--- config.mk ---
export PLATFORM = sky130hd
export DESIGN_NAME = filter_uart_tx_flat
export DESIGN_NICKNAME = d
export VERILOG_FILES = /design/src/rtl/filter_uart_tx_if.sv /design/src/rtl/filter_uart_tx.sv /design/src/flat_wrapper.sv
export SDC_FILE = /design/constraint.sdc
export NUM_CORES = 1
export LEC_CHECK = 0
export BUFFER_PORTS_ARGS = -buffer_cell sky130_fd_sc_hd__clkbuf_2
export CAP_MARGIN = 15
export CORE_ASPECT_RATIO = 0.7
export CORE_UTILIZATION = 45
export DETAILED_ROUTE_END_ITERATION = 6
export GPL_ROUTABILITY_DRIVEN = 0
export PLACE_DENSITY_LB_ADDON = 0.3
export SLEW_MARGIN = 20
export SYNTH_ARGS = -nofsm -noshare
export SYNTH_HDL_FRONTEND = slang
export SYNTH_SLANG_ARGS = --single-unit
--- constraint.sdc ---
create_clock -name clk -period 2.3 [get_ports clk]
set_clock_uncertainty 0.05 [all_clocks]
set_input_delay 0.23 -clock clk [delete_from_list [all_inputs] [get_ports clk]]
set_output_delay 0.23 -clock clk [all_outputs]
set_load 0.02 [all_outputs]
--- src/rtl/filter_uart_tx_if.sv ---
// Sample-pair handshake and UART status bundle for the filter serial output stage.
interface filter_uart_tx_if;
  logic        sample_valid;
  logic [15:0] low_pass;
  logic [15:0] high_pass;
  logic        tx;
  logic        busy;
  logic        dropped;

  modport master (
    output sample_valid,
    output low_pass,
    output high_pass,
    input  tx,
    input  busy,
    input  dropped
  );

  modport slave (
    input  sample_valid,
    input  low_pass,
    input  high_pass,
    output tx,
    output busy,
    output dropped
  );
endinterface

--- src/rtl/filter_uart_tx.sv ---
// Captures a low-pass/high-pass sample pair and sends it as a 5-byte 8N1 packet:
// SYNC_BYTE, low_pass[15:8], low_pass[7:0], high_pass[15:8], high_pass[7:0].
//
// state | meaning
// IDLE  | line high, waiting for a strobe
// START | start bit (0) for one bit period
// DATA  | 8 data bits, LSB first
// STOP  | stop bit (1), then next byte or back to IDLE
module filter_uart_tx #(
  parameter int unsigned CLKS_PER_BIT = 434,
  parameter logic [7:0]  SYNC_BYTE    = 8'hA5
) (
  input logic            clk,
  input logic            rst,
  filter_uart_tx_if.slave bus
);

  localparam logic [1:0] IDLE  = 2'd0;
  localparam logic [1:0] START = 2'd1;
  localparam logic [1:0] DATA  = 2'd2;
  localparam logic [1:0] STOP  = 2'd3;

  localparam logic [15:0] BAUD_LAST = 16'(CLKS_PER_BIT - 1);

  logic [1:0]  state;
  logic [15:0] baud_cnt;
  logic [2:0]  bit_idx;
  logic [2:0]  byte_idx;
  logic [7:0]  shift;
  logic [31:0] hold;
  logic        tx_r;
  logic        dropped_r;
  logic        baud_done;
  logic [7:0]  next_byte;

  assign baud_done   = (baud_cnt == BAUD_LAST);
  assign bus.tx      = tx_r;
  assign bus.busy    = (state != IDLE);
  assign bus.dropped = dropped_r;

  // Byte following the current one; byte_idx 0 is the sync byte.
  always_comb begin
    next_byte = hold[7:0];
    case (byte_idx)
      3'd0:    next_byte = hold[31:24];
      3'd1:    next_byte = hold[23:16];
      3'd2:    next_byte = hold[15:8];
      default: next_byte = hold[7:0];
    endcase
  end

  // Packet framing FSM; tx is registered and set on each bit boundary.
  always_ff @(posedge clk) begin
    if (rst) begin
      state    <= IDLE;
      baud_cnt <= '0;
      bit_idx  <= '0;
      byte_idx <= '0;
      shift    <= '0;
      hold     <= '0;
      tx_r     <= 1'b1;
    end else begin
      case (state)
        IDLE: begin
          tx_r <= 1'b1;
          if (bus.sample_valid) begin
            hold     <= {bus.low_pass, bus.high_pass};
            shift    <= SYNC_BYTE;
            byte_idx <= '0;
            bit_idx  <= '0;
            baud_cnt <= '0;
            tx_r     <= 1'b0;
            state    <= START;
          end
        end
        START: begin
          if (baud_done) begin
            baud_cnt <= '0;
            tx_r     <= shift[0];
            state    <= DATA;
          end else begin
            baud_cnt <= baud_cnt + 16'd1;
          end
        end
        DATA: begin
          if (baud_done) begin
            baud_cnt <= '0;
            if (bit_idx == 3'd7) begin
              bit_idx <= '0;
              tx_r    <= 1'b1;
              state   <= STOP;
            end else begin
              bit_idx <= bit_idx + 3'd1;
              shift   <= {1'b0, shift[7:1]};
              tx_r    <= shift[1];
            end
          end else begin
            baud_cnt <= baud_cnt + 16'd1;
          end
        end
        STOP: begin
          if (baud_done) begin
            baud_cnt <= '0;
            if (byte_idx == 3'd4) begin
              tx_r  <= 1'b1;
              state <= IDLE;
            end else begin
              byte_idx <= byte_idx + 3'd1;
              shift    <= next_byte;
              tx_r     <= 1'b0;
              state    <= START;
            end
          end else begin
            baud_cnt <= baud_cnt + 16'd1;
          end
        end
        default: begin
          tx_r  <= 1'b1;
          state <= IDLE;
        end
      endcase
    end
  end

  // Sticky overrun flag: a strobe while a packet is in flight; reset wins.
  always_ff @(posedge clk) begin
    if (rst) begin
      dropped_r <= 1'b0;
    end else if (bus.sample_valid && (state != IDLE)) begin
      dropped_r <= 1'b1;
    end
  end

endmodule

--- src/flat_wrapper.sv ---
// flat-port wrapper written by rule: the top's interface ports become plain ports
module filter_uart_tx_flat 
#(
  parameter int unsigned CLKS_PER_BIT = 434,
  parameter logic [7:0]  SYNC_BYTE    = 8'hA5
)
  (clk, rst, bus_sample_valid, bus_low_pass, bus_high_pass, bus_tx, bus_busy, bus_dropped);
  filter_uart_tx_if bus_i ();
  input logic clk;
  input logic rst;
  input wire logic [$bits(bus_i.sample_valid)-1:0] bus_sample_valid;
  input wire logic [$bits(bus_i.low_pass)-1:0] bus_low_pass;
  input wire logic [$bits(bus_i.high_pass)-1:0] bus_high_pass;
  output wire logic [$bits(bus_i.tx)-1:0] bus_tx;
  output wire logic [$bits(bus_i.busy)-1:0] bus_busy;
  output wire logic [$bits(bus_i.dropped)-1:0] bus_dropped;
  assign bus_i.sample_valid = bus_sample_valid;
  assign bus_i.low_pass = bus_low_pass;
  assign bus_i.high_pass = bus_high_pass;
  assign bus_tx = bus_i.tx;
  assign bus_busy = bus_i.busy;
  assign bus_dropped = bus_i.dropped;
  filter_uart_tx #(.CLKS_PER_BIT(CLKS_PER_BIT), .SYNC_BYTE(SYNC_BYTE)) u_core (.clk(clk), .rst(rst), .bus(bus_i));
endmodule
==> flow_summary.toml <==
[status]
status = "complete, no violations"

[pwr]
clkPwrFrac_pct = 26.9
p_per_area_nw_per_um2 = 1100
p_switching_uw = 1530
p_leak_uw = 0.00142
switching_share_pct = 37.5
power_frac_comb_pct = 36.2
p_int_uw = 2550
max-vdd-ir-drop_mv = 0.449
power.total_uw = 4080
p_seq_share_pct = 36.9

[logic_synthesis]
synth.distinct_cells = 54
async_flop_share_pct = 0
synth_xor_area_share_pct = 0.815
yosysTopAreaCell = "dfxtp_1"
seq_area_frac_synth_pct = 41.0
synthAdderAreaFrac_pct = 4.65
synth_top_family_by_area = "simple AND/OR/NAND/NOR gates"
ys_top_cells_by_area = "dfxtp_1, nand2_1, a21oi_1"
yosysTopAreaCellShare_pct = 41.0
synth.cell_area_um2 = 3230
syn_nets = 444
synth_compound_area_share_pct = 21.2
synth_edf_count = 0
postSynthAreaPerCell_um2 = 8.12
synth.most_common_cell = "nand2_1"
synth_seq_cells = 66
synthTopCellsByCount = "nand2_1, dfxtp_1, a21oi_1"
synth.area.mux_share_pct = 1.24
ys.warnings.count = 0
synthFlopType = "dfxtp_1"
synth-simple-area-share_pct = 26.1
synthCells = 397

[final_layout]
num-nets-final = 476
finalNonFillerCells = 528
drive_above_1_share_pct = 18.2
nFillCells = 647
areaGrowthSynthToFinish_pct = 14.8
diodes = 0
final_util_pct = 54.1

[die]
start_util_pct = 47.1
ios = 38
dieArea_um2 = 7520
die_h_um = 72.8
core.rowCount = 25
die-width_um = 103
coreArea_um2 = 6850

[worst_setup_path]
arrival_ps = 2340
cp-end-kind = "flip-flop"
start_kind = "flip-flop"
slowest_delay_ps = 540
required_ps = 2490
critPathMaxFanout = 12
cpMaxStageDelayCell = "and4_1"
path_class = "reg -> reg"
crit_chain = "ha_1, nor3b_1, and4_1, or2_1, nor2_1, a221o_1"

[sta]
timing.final.crit_share_pct = 93.4
worst_pin_slew_ps = 619
relSlewSlack_pct = 58.4
final.min_clock_period_ps = 2150
setup_viol = 0
rsz0062_at_grt = "false"
slew_violations = 0
fin_tns_setup_ps = 0
fmax_ghz = 0.466
hold_viol = 0

[clock_network]
cts_inserted_buffers = 9
cts_setup_buffers = 0
path_clk_slew_ps = 80
cts_buffer_depth = 2
clk_latency_ps = 350
cts_resized = 0
clockRootBuffer = "clkbuf_8"
htreeDepth = 3
holdBufCountCts = 0
cts_tree = "yes"
cts_sinks = 66

[global_routing]
grt_max_degree = 46
grt_util_all_layers_pct = 22.4
gr-total-overflow = 0
grt_antenna_before_repair = 0
grt_first_pass_wirelength_um = 12600
first_global_vias = 2583

[placed_design]
dp_cells = 512
port_buffers = 37
hpwl_um = 5620

[detailed_routing]
wl_met3_um = 540
drc = 0
wl_per_cell_um = 14.9
drtIter0Drc = 295
wl_met1_um = 4070
met2WireLength_um = 3120
drtAntennaViolNets = 0
via_count = 2962
vias_per_cell = 5.61
top_layer = "met4"
dr.pass1.iters = 5
routed_wl_um = 7850

[flow_run]
maxCapViolations = 0

[worst_hold_path]
hp-class = "in -> reg"
[worst paths after layout]
| path | cells past startpoint | endpoint | from | slack [ps] |
|---|---|---|---|---|
| setup reg to reg | 6 | u_core.baud_cnt[5]$_SDFFE_PP0N_ | u_core.baud_cnt[0]$_SDFFE_PP0N_ | 150 |
| hold reg to reg | 2 | u_core.hold[28]$_SDFFE_PP0P_ | u_core.hold[28]$_SDFFE_PP0P_ | 410 |
| setup / recovery | 6 | u_core.baud_cnt[5]$_SDFFE_PP0N_ | u_core.baud_cnt[0]$_SDFFE_PP0N_ | 150 |
| hold / removal | 3 | u_core.hold[27]$_SDFFE_PP0P_ | bus_low_pass[11] | 40 |
[state kept, by name, indices dropped and copies added, names as in the netlist]
signal / count
u_core.shift: 8
u_core.state: 2
u_core.bit_idx: 3
u_core.bus.dropped: 1
u_core.hold: 32
u_core.byte_idx: 3
u_core.bus.tx: 1
u_core.baud_cnt: 16
[metal layers]
metal / vias to the layer above / track usage (%)
met5: - / 0
met4: 0 / 10.6
met3: 10 / 6.23
met2: 90 / 28.4
met1: 1376 / 34.0
li1: 1486 / -
[kinds of logic (layout without fill, tap and decap cells)]
| family | Yosys count | after routing |
|---|---|---|
| buf+inv | 35 | 72 |
| mux | 4 | 4 |
| simple gates | 171 | 171 |
| fa+ha+maj | 12 | 12 |
| compound gates | 106 | 106 |
| flops | 66 | 66 |
| xor+xnor | 3 | 3 |
[final cells by class]
class / count / area (µm²) / area share [%]
Clock buffer: 9 / 124 / 3.34
Timing Repair Buffer: 46 / 253 / 6.82
Tap cell: 94 / 118 / 3.18
Inverter: 10 / 37.5 / 1.01
Multi-Input combinational cell: 296 / 1750 / 47.2
Clock inverter: 7 / 103 / 2.77
Sequential cell: 66 / 1320 / 35.7
[power by group through the flow]
| stage | registers, µW | logic, µW | clock network (µW) |
|---|---|---|---|
| floorplan | 1490 | 1100 | 0 |
| CTS | 1500 | 1460 | 1120 |
| global route | 1530 | 1650 | 1160 |
| finish | 1500 | 1480 | 1100 |
| detailed placement | 1520 | 1450 | 0 |
| global placement | 1520 | 1430 | 0 |
[cells in the final DEF, fill, tap and decap left out, types with 10 or more instances in the layout]
cell,n
nand2_1,82
dfxtp_1,66
a21oi_1,46
clkbuf_2,37
nor3_1,19
nor2_1,18
o21ai_0,14
ha_1,12
a211oi_1,11
inv_1,10
[worst max-delay path, delay by kind of cell (launching register included)]
family | cells | cell delay (ps)
AO/OA/AOI/OAI | 1 | 250
AND/OR/NAND/NOR | 4 | 1140
flip-flops | 1 | 420
adder cells (fa/ha/maj) | 1 | 170
[per-stage QoR]
stage / worst slack, ps / area [µm²] / hold slack [ps]
detailed placement: 150 / 3470 / 400
global placement: 283 / 3470 / 395
finish: 153 / 3700 / 37.7
global route: 24.7 / 3700 / 22.3
CTS: 143 / 3700 / 22.9
floorplan: 371 / 3230 / 316
(Power assumes the default switching activity.)
